`config.mk`:
```
export PLATFORM = sky130hd
export DESIGN_NAME = jk_excite_gen_flat
export DESIGN_NICKNAME = d
export VERILOG_FILES = /design/src/rtl/jk_excite_gen_if.sv /design/src/rtl/jk_excite_gen.sv /design/src/flat_wrapper.sv
export SDC_FILE = /design/constraint.sdc
export NUM_CORES = 1
export LEC_CHECK = 0
export ABC_CLOCK_PERIOD_IN_PS = 1700
export BUFFER_PORTS_ARGS = -buffer_cell sky130_fd_sc_hd__clkbuf_2
export CORE_AREA = 2 2 47 49
export CTS_CLUSTER_SIZE = 8
export DETAILED_ROUTE_END_ITERATION = 10
export DIE_AREA = 0 0 49 51
export PLACE_DENSITY = 0.8
export SLEW_MARGIN = 20
export SYNTH_ARGS = -nofsm -noshare
export SYNTH_HDL_FRONTEND = slang
export SYNTH_SLANG_ARGS = --single-unit
```
`constraint.sdc`:
```
create_clock -name clk -period 1.7 [get_ports clk]
set_input_delay 0.34 -clock clk [delete_from_list [all_inputs] [get_ports clk]]
set_output_delay 0.34 -clock clk [all_outputs]
set_load 0.02 [all_outputs]
```
`src/rtl/jk_excite_gen_if.sv`:
```
// Target-word handshake between the control sequencer
// and the JK excitation generator.
interface jk_excite_gen_if #(
  parameter int WIDTH = 4
);
  logic             tgt_valid;
  logic             tgt_ready;
  logic [WIDTH-1:0] tgt_data;

  modport master (
    output tgt_valid,
    output tgt_data,
    input  tgt_ready
  );

  modport slave (
    input  tgt_valid,
    input  tgt_data,
    output tgt_ready
  );
endinterface

```
`src/rtl/jk_excite_gen.sv`:
```
// JK excitation generator: turns a target word into one
// cycle of J/K drive and optionally verifies the bank Q.
module jk_excite_gen #(
  parameter int WIDTH    = 4,
  parameter int ENCODE   = 0,
  parameter int CHECK_EN = 1
) (
  input  logic             clk,
  input  logic             rst_n,
  jk_excite_gen_if.slave   tgt,
  output logic [WIDTH-1:0] j,
  output logic [WIDTH-1:0] k,
  output logic             drv_strobe,
  input  logic [WIDTH-1:0] q_fb,
  output logic             done,
  output logic             mismatch,
  output logic [WIDTH-1:0] mis_bits,
  output logic [WIDTH-1:0] shadow,
  input  logic             err_clr
);

  typedef enum logic [1:0] {
    IDLE,
    DRIVE,
    CHECK
  } state_t;

  state_t           state;
  state_t           state_nxt;
  logic [WIDTH-1:0] tgt_reg;
  logic [WIDTH-1:0] j_nxt;
  logic [WIDTH-1:0] k_nxt;
  logic [WIDTH-1:0] enc_j;
  logic [WIDTH-1:0] enc_k;
  logic             strobe_nxt;
  logic             done_nxt;
  logic             accept;
  logic             fail;

  assign tgt.tgt_ready = (state == IDLE) & rst_n;
  assign accept = tgt.tgt_valid & tgt.tgt_ready;
  assign fail = (state == CHECK) && (q_fb != tgt_reg);

  // Minimal policy toggles only the bits that change.
  assign enc_j = (ENCODE != 0)
               ? (tgt.tgt_data ^ shadow)
               : tgt.tgt_data;
  assign enc_k = (ENCODE != 0)
               ? (tgt.tgt_data ^ shadow)
               : ~tgt.tgt_data;

  always_comb begin
    state_nxt  = state;
    j_nxt      = '0;
    k_nxt      = '0;
    strobe_nxt = 1'b0;
    done_nxt   = 1'b0;
    unique case (state)
      IDLE: begin
        if (accept) begin
          state_nxt  = DRIVE;
          j_nxt      = enc_j;
          k_nxt      = enc_k;
          strobe_nxt = 1'b1;
        end
      end
      DRIVE: begin
        if (CHECK_EN != 0) begin
          state_nxt = CHECK;
        end else begin
          state_nxt = IDLE;
          done_nxt  = 1'b1;
        end
      end
      CHECK: begin
        state_nxt = IDLE;
        done_nxt  = 1'b1;
      end
      default: state_nxt = IDLE;
    endcase
  end

  always_ff @(posedge clk) begin
    if (!rst_n) begin
      state      <= IDLE;
      j          <= '0;
      k          <= '0;
      drv_strobe <= 1'b0;
      done       <= 1'b0;
      tgt_reg    <= '0;
      shadow     <= '0;
      mismatch   <= 1'b0;
      mis_bits   <= '0;
    end else begin
      state      <= state_nxt;
      j          <= j_nxt;
      k          <= k_nxt;
      drv_strobe <= strobe_nxt;
      done       <= done_nxt;
      if (accept) begin
        tgt_reg <= tgt.tgt_data;
      end
      if (state == DRIVE) begin
        shadow <= tgt_reg;
      end
      // A failing check beats a simultaneous clear.
      if (fail) begin
        mismatch <= 1'b1;
        mis_bits <= q_fb ^ tgt_reg;
        shadow   <= q_fb;
      end else if (err_clr) begin
        mismatch <= 1'b0;
        mis_bits <= '0;
      end
    end
  end

endmodule

```
`src/flat_wrapper.sv`:
```
// flat-port wrapper written by rule: the top's interface ports become plain ports
module jk_excite_gen_flat 
#(
  parameter int WIDTH    = 4,
  parameter int ENCODE   = 0,
  parameter int CHECK_EN = 1
)
  (clk, rst_n, j, k, drv_strobe, q_fb, done, mismatch, mis_bits, shadow, err_clr, tgt_tgt_valid, tgt_tgt_data, tgt_tgt_ready);
  jk_excite_gen_if #(.WIDTH(WIDTH)) tgt_i ();
  input  logic clk;
  input  logic rst_n;
  output logic [WIDTH-1:0] j;
  output logic [WIDTH-1:0] k;
  output logic drv_strobe;
  input  logic [WIDTH-1:0] q_fb;
  output logic done;
  output logic mismatch;
  output logic [WIDTH-1:0] mis_bits;
  output logic [WIDTH-1:0] shadow;
  input  logic err_clr;
  input wire logic [$bits(tgt_i.tgt_valid)-1:0] tgt_tgt_valid;
  input wire logic [$bits(tgt_i.tgt_data)-1:0] tgt_tgt_data;
  output wire logic [$bits(tgt_i.tgt_ready)-1:0] tgt_tgt_ready;
  assign tgt_i.tgt_valid = tgt_tgt_valid;
  assign tgt_i.tgt_data = tgt_tgt_data;
  assign tgt_tgt_ready = tgt_i.tgt_ready;
  jk_excite_gen #(.WIDTH(WIDTH), .ENCODE(ENCODE), .CHECK_EN(CHECK_EN)) u_core (.clk(clk), .rst_n(rst_n), .tgt(tgt_i), .j(j), .k(k), .drv_strobe(drv_strobe), .q_fb(q_fb), .done(done), .mismatch(mismatch), .mis_bits(mis_bits), .shadow(shadow), .err_clr(err_clr));
endmodule
```
; ---- Word-level counts from Yosys, hierarchy flattened
; Cells that the tools add are included.
[totals]
output_inout_bits = 20
input_bits = 12
register_bits = 25
wordCells = 33
[classes]
n_reduce_logical = 6
muxes = 10
bitwise = 4
eq_ne = 4
[ops]
columns = cell, n
row1 = 4-bit 2-to-1 mux, 4
row2 = 1-bit 2-to-1 mux, 4
row3 = 4-bit inequality test, 1
row4 = 4-bit NOT, 1
row5 = 2-bit one-hot mux with 2 select lines, 1
row6 = 2-bit nonzero test, 2
row7 = 4-bit XOR, 1
row8 = 3-bit AND reduction, 1
row9 = 1-bit AND, 2
row10 = "2-bit by 1-bit == test with 1-bit output, second input constant", 1
row11 = "2-bit == test, second input constant", 1
row12 = 2-bit zero test, 1
row13 = 2-bit 2-to-1 mux, 1
row14 = "2-bit by 1-bit inequality test with 1-bit output, second input constant", 1
row15 = 2-bit AND reduction, 1
row16 = 1-bit logical AND, 1

; ---- Longest topological paths before layout
; Gate-level depths: netlist of run 1.
[logic_depth]
ltp_word = 5
mapped_depth = 5
depth_no_buf = 5

; ---- Least setup slack after synthesis of run 1
; OpenSTA, ideal clock, no wires.
[synth_path]
kind = register to register
from = reg u_core.state[1]
to = reg u_core.tgt_reg[3]
t_arrival_ns = 1.404
slack_ns = 0.181
required_time_ns = 1.585
setup_time_ns = 0.115
n_path_buf = 0
stages_incl_launch_ff = 5
synth_period_minus_slack_ns = 1.519
cell_sequence = dfxtp_1 -> nor3b_2 -> nand2_1 -> and2_2 -> o21a_1
[synth_between]
elab_chain_len = 3
[synth_lines]
columns = item, line
row1 = start: declaration, jk_excite_gen.sv:28  ; state_t state;
row2 = start signal: assignment, jk_excite_gen.sv:95  ; state <= state_nxt;
row3 = 2-bit zero test, jk_excite_gen.sv:40  ; assign tgt.tgt_ready = (state == IDLE) & rst_n;
row4 = 1-bit AND, jk_excite_gen.sv:40
row5 = via tgt_tgt_ready, flat_wrapper.sv:23  ; output wire logic [$bits(tgt_i.tgt_ready)-1:0] tgt_tgt_ready;
row6 = 1-bit AND, jk_excite_gen.sv:41  ; assign accept = tgt.tgt_valid & tgt.tgt_ready;
row7 = end signal: assignment, jk_excite_gen.sv:101  ; tgt_reg <= tgt.tgt_data;
row8 = end: declaration, jk_excite_gen.sv:30  ; logic [WIDTH-1:0] tgt_reg;
; The timed path passes the listed nets, and every way through them passes these cells.
; A chain may end at the register's enable or synchronous reset.

; ---- Final worst setup path of run 1
[layout_path]
from = reg u_core.state[1]
to = out tgt_tgt_ready
[layout_between]
elab_chain_len = 2
[layout_lines]
columns = item, line
row1 = 2-bit zero test, jk_excite_gen.sv:40
row2 = 1-bit AND, jk_excite_gen.sv:40
row3 = end: declaration, flat_wrapper.sv:23
; Every way passes these cells.

==> impl_results.md, run 1 <==
* Status: finished, final reports clean
* Root Buffer: clkbuf_4
* Pleak at roughly 0.57 nW
* Initial DRT Pass Iterations at 4
* GR Util met1 at 18.5%
* Worst Path Max Fanout at 5
* Starting Density at between 40 and 50%
* CP max stage cell: dfxtp_1
* Non-Filler Instances at around 150
* Die X at roughly 49 um
* Endpoints failing setup at 0
* Vias after detailed routing at ~750
* Mapped Nets at 98
* Vias per cell at between 4 and 5
* VDD IR max at 0.552 mV
* Final GP Congestion at 0.845
* Hold slack at roughly 0.16 ns
* Power Internal at 0.000758 W
* Area of the multi-input gates at roughly 390 um^2
* Startpoint types: flop
* Synth Instances at 86
* Clock sink count at 25
* GR Overflow Total at 0
* Ys flop type: dfxtp_1
* Post-synthesis sequential area ratio at 55.0%
* Hpwl dp at roughly 1.5 mm
* Vias in the first global route at 775
* Comb pwr share at around 14%
* Critical Path End Type: output port
* CTS tree: yes
* Hold Crit Class: input port to flop
* Starting DRT DRC Count at 17
* Crit path time final at between 1.5 and 2 ns
* Crit path DAT at 1.25 ns
* # hold bufs at CTS at 0
* Synth Cell Area at about 910 um^2
* Postcts setup bufs at 0
* Max_slew headroom at approximately 70%
* Worst-margin pin slew at between 0.4 and 0.5 ns
* Post-synth EDFFs at 0
* YS warnings at 0
* Worst-Skew Late Latency at roughly 0.32 ns
* Max clock buf depth at 2
* Post_cts resized at 0
* RSZ-0062 raised after global routing: false
* GR Util met2 at 30.6%
* Ant. Diodes at 0
* Initial antenna violation count at 0
* Req. time, crit path at about 1.4 ns
* Core area at 2060 um^2
* # rows at 17
* Synth top area share at 55.0%
* Post-route DRC violation count at 0
* Distinct cells, synth at 29
* Fraction of registers with async set/reset at 0%
* Fin util at between 50% and 60%
* Post-detailed-route count of antenna-violating nets at 0
* Share of cells above drive strength 1 at around two fifths
* Clock Power Share at roughly a quarter
* Clock transition at path regs at about 0.13 ns
* Synth Register Bits at 25
* Setup TNS at 0 ns
* Final hold viol count at 0
* Top Usage Layer GRT: met2
* Met3 Track Usage GR at 4.09%
* Filler cells at between 200 and 250
* Cts bufs inserted at 3
* Total GRT Usage at 17.2%
* PD cells at between 900 and 1000 nW/um^2
* Routed len/inst at 12.4 um
* # placed instances at roughly 150
* Top-count cell post-synth: dfxtp_1
* Fin crit share at 93.4%
* CP max stage delay at 0.37 ns
* First-pass GRT wire length at between 3 and 4 mm
* Die ar. at between 2000 and 2500 um^2
* Synth top cells by count: 25 x dfxtp_1, 7 x nor2_1, 6 x nand2_1
* Setup CP Type: flop to output port
* Worst-path cell chain: nor3b_2 > buf_4 > clkbuf_2
* Synth area leader: dfxtp_1
* Final nets at 136
* Port bufs at 31
* Area Growth Syn to Fin at 26.0%
* Htree depth at 1
* Die Y at around 51 um
* Fmax at between 600 and 700 MHz
* Sw Pwr at between 0.0002 and 0.0003 W
* Seq pwr share at between 60 and 70%
* Fin. max-slew vios at 0
* Largest net degree at the start of global routing at 16
* Syn Area/Cell at between 10 and 15 um^2
* Largest cells by area after synthesis: dfxtp_1 55%, a22o_2 4.4%, xor2_1 3.9%
* Switching share of power at between 20% and 30%
* # IOs at 32
* Drt total wl at around 1.9 mm
* # Max-Cap Violations at 0
* Clk_skew at approximately 0.0012 ns
* Sequential Area at 500 um^2
==> power by group through the flow <==
| stage | Clock, W | Combinational (W) | Sequential, W |
|---|---|---|---|
| 2_1_floorplan | 0 | 0.0000671 | 0.000660 |
| 3_3_place_gp | 0 | 0.000144 | 0.000637 |
| 3_5_place_dp | 0 | 0.000148 | 0.000639 |
| 4_1_cts | 0.000274 | 0.000149 | 0.000626 |
| 5_1_grt | 0.000300 | 0.000163 | 0.000629 |
| 6_report | 0.000266 | 0.000147 | 0.000626 |
==> path summary, 6_finish.rpt <==
check	slack, ns	endpoint	start	depth (start not counted)
worst max register to register	0.17	u_core.shadow[2]	u_core.tgt_reg[3]	4
worst min-delay path	0.16	u_core.k[3]	tgt_tgt_data[3]	2
worst min register to register	0.48	u_core.shadow[0]	u_core.shadow[0]	2
worst max-delay path	0.11	tgt_tgt_ready	u_core.state[1]	3
==> routing by layer <==
layer  up-vias  wire length [um]
met3         3               118
met5         -                 0
met4         0                35
met2        35               899
met1       335               812
li1        378                 -
==> per-stage QoR <==
| stage | worst slack, ns | total power [W] | cell area (um^2) |
|---|---|---|---|
| floorplan | 0.181 | 0.000727 | 910 |
| global placement | 0.127 | 0.000782 | 1120 |
| detailed placement | 0.0991 | 0.000787 | 1120 |
| CTS | 0.0969 | 0.00105 | 1150 |
| global route | 0.0424 | 0.00109 | 1150 |
| finish | 0.112 | 0.00104 | 1150 |
==> critical path: cells and delay by family (launching register included) <==
kind / cells / cell delay, ns
buffers and inverters: 2 / 0.32
and+or+nand+nor: 1 / 0.24
DFF: 1 / 0.37
==> cell usage in the layout, fill, tap and decap left out, types with 2 or more instances in the layout <==
| cell | count |
|---|---|
| nand3_1 | 2 |
| o221ai_1 | 2 |
| nor2_1 | 7 |
| clkbuf_4 | 3 |
| and3_1 | 4 |
| dfxtp_1 | 25 |
| and2_1 | 3 |
| clkbuf_2 | 31 |
| o21a_1 | 4 |
| xor2_1 | 4 |
| nand2_1 | 6 |
| a21oi_1 | 3 |
| inv_1 | 4 |
| nand2b_1 | 2 |
| buf_4 | 3 |
| a22o_2 | 4 |
==> cell families (layout without fill, tap and decap cells) <==
family                 count (synthesis)  in the layout  share of synthesized area [%]
AND/OR/NAND/NOR                       31             31                           19.1
buffers and inverters                  5             42                           2.06
flip-flops                            25             25                           55.0
XOR/XNOR                               4              4                           3.85
AO/OA/AOI/OAI                         21             21                           19.9
==> layout make-up <==
cell class	instances	share of cell area, %
Sequential cell	25	43.7
Multi-Input combinational cell	56	34.1
Timing Repair Buffer	34	15.5
Tap cell	28	3.06
Clock buffer	3	1.97
Inverter	4	1.31
Clock inverter	1	0.437
Note: power is estimated with default switching activity, not from simulation.
==> run 2, diff against run 1 <==
- ABC_CLOCK_PERIOD_IN_PS: 1700 -> 1300
- CORE_AREA: 2 2 47 49 -> 2 2 50 52
- DIE_AREA: 0 0 49 51 -> 0 0 52 54
- PLACE_DENSITY: 0.8 -> 0.75
- clock period: 1.7 -> 1.3 ns (I/O delays scaled with it)
==> impl_results.md, run 2 (synthesis gave the netlist of run 1 again) <==
* Hold Crit Class: input port to flop
* Starting Density at 39.2%
* Cts bufs inserted at 3
* Status: finished, violations left
* Worst Path Buf+Inv at 3
* Die Y at approximately 54 um
* Req. time, crit path at 1.04 ns
* Share of cells above drive strength 1 at between 60% and 70%
* Fin. max-slew vios at 0
* Port bufs at 31
* Design area at between 1000 and 1500 um^2
* RSZ-0062 raised after global routing: true
* CP max stage cell: dfxtp_2
* Fmax at 679 MHz
* Hold slack at about 0.12 ns
* Clk_skew at about 0.0044 ns
* First-pass GRT wire length at approximately 3.6 mm
* Worst-margin pin slew at ~0.32 ns
* Overall Power at 0.00146 W
* Setup CP Type: flop to output port
* Final hold viol count at 0
* Worst-Skew Late Latency at 0.30 ns
* VDD IR max at 0.665 mV
* CP max stage delay at around 0.35 ns
* Final GP Congestion at roughly 0.8
* Most frequent cells in the layout: 30 x clkbuf_2, 20 x dfxtp_1, 18 x buf_4
* Vias after detailed routing at 819
* Die ar. at around 2800 um^2
* Htree depth at 1
* Pleak at around 0.69 nW
* CTS tree: yes
* Fin crit share at 113%
* Failing checks: negative setup slack
* Clock transition at path regs at 0.12 ns
* Initial DRT Pass Iterations at 3
* Max_slew headroom at about four fifths
* Final nets at between 150 and 200
* Setup TNS at -1.01 ns
* Vias in the first global route at 879
* Worst-path cell chain: buf_6 > nor3b_4 > buf_6 > buf_8
* Die X at roughly 52 um
* Endpoints failing setup at 8
* Post-detailed-route count of antenna-violating nets at 0
* Startpoint types: flop
* Filler cells at about 200
* Crit path DAT at 1.21 ns
* Initial antenna violation count at 0
* Clock sink count at 25
* PD cells at 989 nW/um^2
* Max clock buf depth at 2
* Post-DP Area at between 1000 and 1500 um^2
* Critical Path End Type: output port
* # Max-Cap Violations at 0
* Setup ws final at -0.173 ns
* Root Buffer: clkbuf_4
* Crit-path leading delay family: flip-flops
* Area Growth Syn to Fin at 61.9%
* Worst Path Max Fanout at 2
* Largest net degree at the start of global routing at 16
* Core area at 2320 um^2
* # hold bufs at CTS at 0
* Worst R2R Setup Slack at -0.14 ns
* Routed len/inst at between 10 and 15 um
* Hpwl dp at ~1.7 mm
* # IOs at 32
* Vias per cell at between 4 and 5
* Drt total wl at 2.27 mm
* Starting DRT DRC Count at 8
* Post-route DRC violation count at 0
* Crit path time final at 1.47 ns
* CP dominant cell by count: buf_6
* GR Overflow Total at 0
* Total GRT Usage at ~18%
* Most common cell after layout, fill and taps aside: clkbuf_2
* # rows at 18
* Pre-CTS WS at -0.223 ns
* Ant. Diodes at 0
-- run 2: through the flow --
step                      util, %  std cells
after floorplan                 -         86
after global placement       52.9        158
after detailed placement     52.9        158
after CTS                    59.9        168
after global routing         63.5        170
final                        63.5        170
-- run 2: report_power, final --
group	internal [W]	total, W	switching, W	leakage, nW
clock	0.000119	0.000328	0.000209	0.0150
sequential	0.000798	0.000819	0.0000211	0.207
combinational	0.000149	0.000309	0.000161	0.468
-- run 2: cell type report --
type,count,area [um^2],area share [%]
inverters,4,15.0,1.02
flip-flops and latches,25,512,34.7
repair buffers,51,323,21.9
well taps,30,37.5,2.55
multi-input cells,56,559,38.0
clock buffers,4,26.3,1.78
-- run 2: per-layer routing --
| metal | vias up | track usage, % | routed length (um) |
|---|---|---|---|
| met3 | 4 | 3.33 | 112 |
| met1 | 385 | 18.9 | 863 |
| met5 | - | 0 | 0 |
| met2 | 28 | 33.5 | 1260 |
| met4 | 0 | 7.02 | 40 |
| li1 | 402 | - | - |
-- run 2: what timing repair did --
action,CTS,global route
pin swaps,7,5
gates resized for setup,18,15
endpoints found under the hold margin,0,0
setup buffers,6,3
setup endpoints to repair,9,13
cloned,0,0
-- run 2: worst reg2reg max path, stage by stage, from the launching register on --
cell and delay [ns]:
dfxtp_4 0.39, xor2_4 0.16, o41ai_4 0.42, buf_4 0.20, o221ai_2 0.09, a21oi_1 0.12
-- run 2: final timing paths --
kind / startpoint / end / cells past startpoint
setup reg to reg: u_core.tgt_reg[3] / u_core.shadow[3] / 5
setup / recovery: u_core.state[0] / tgt_tgt_ready / 4
hold reg to reg: u_core.mismatch / u_core.mismatch / 2
hold / removal: tgt_tgt_data[0] / u_core.k[0] / 2
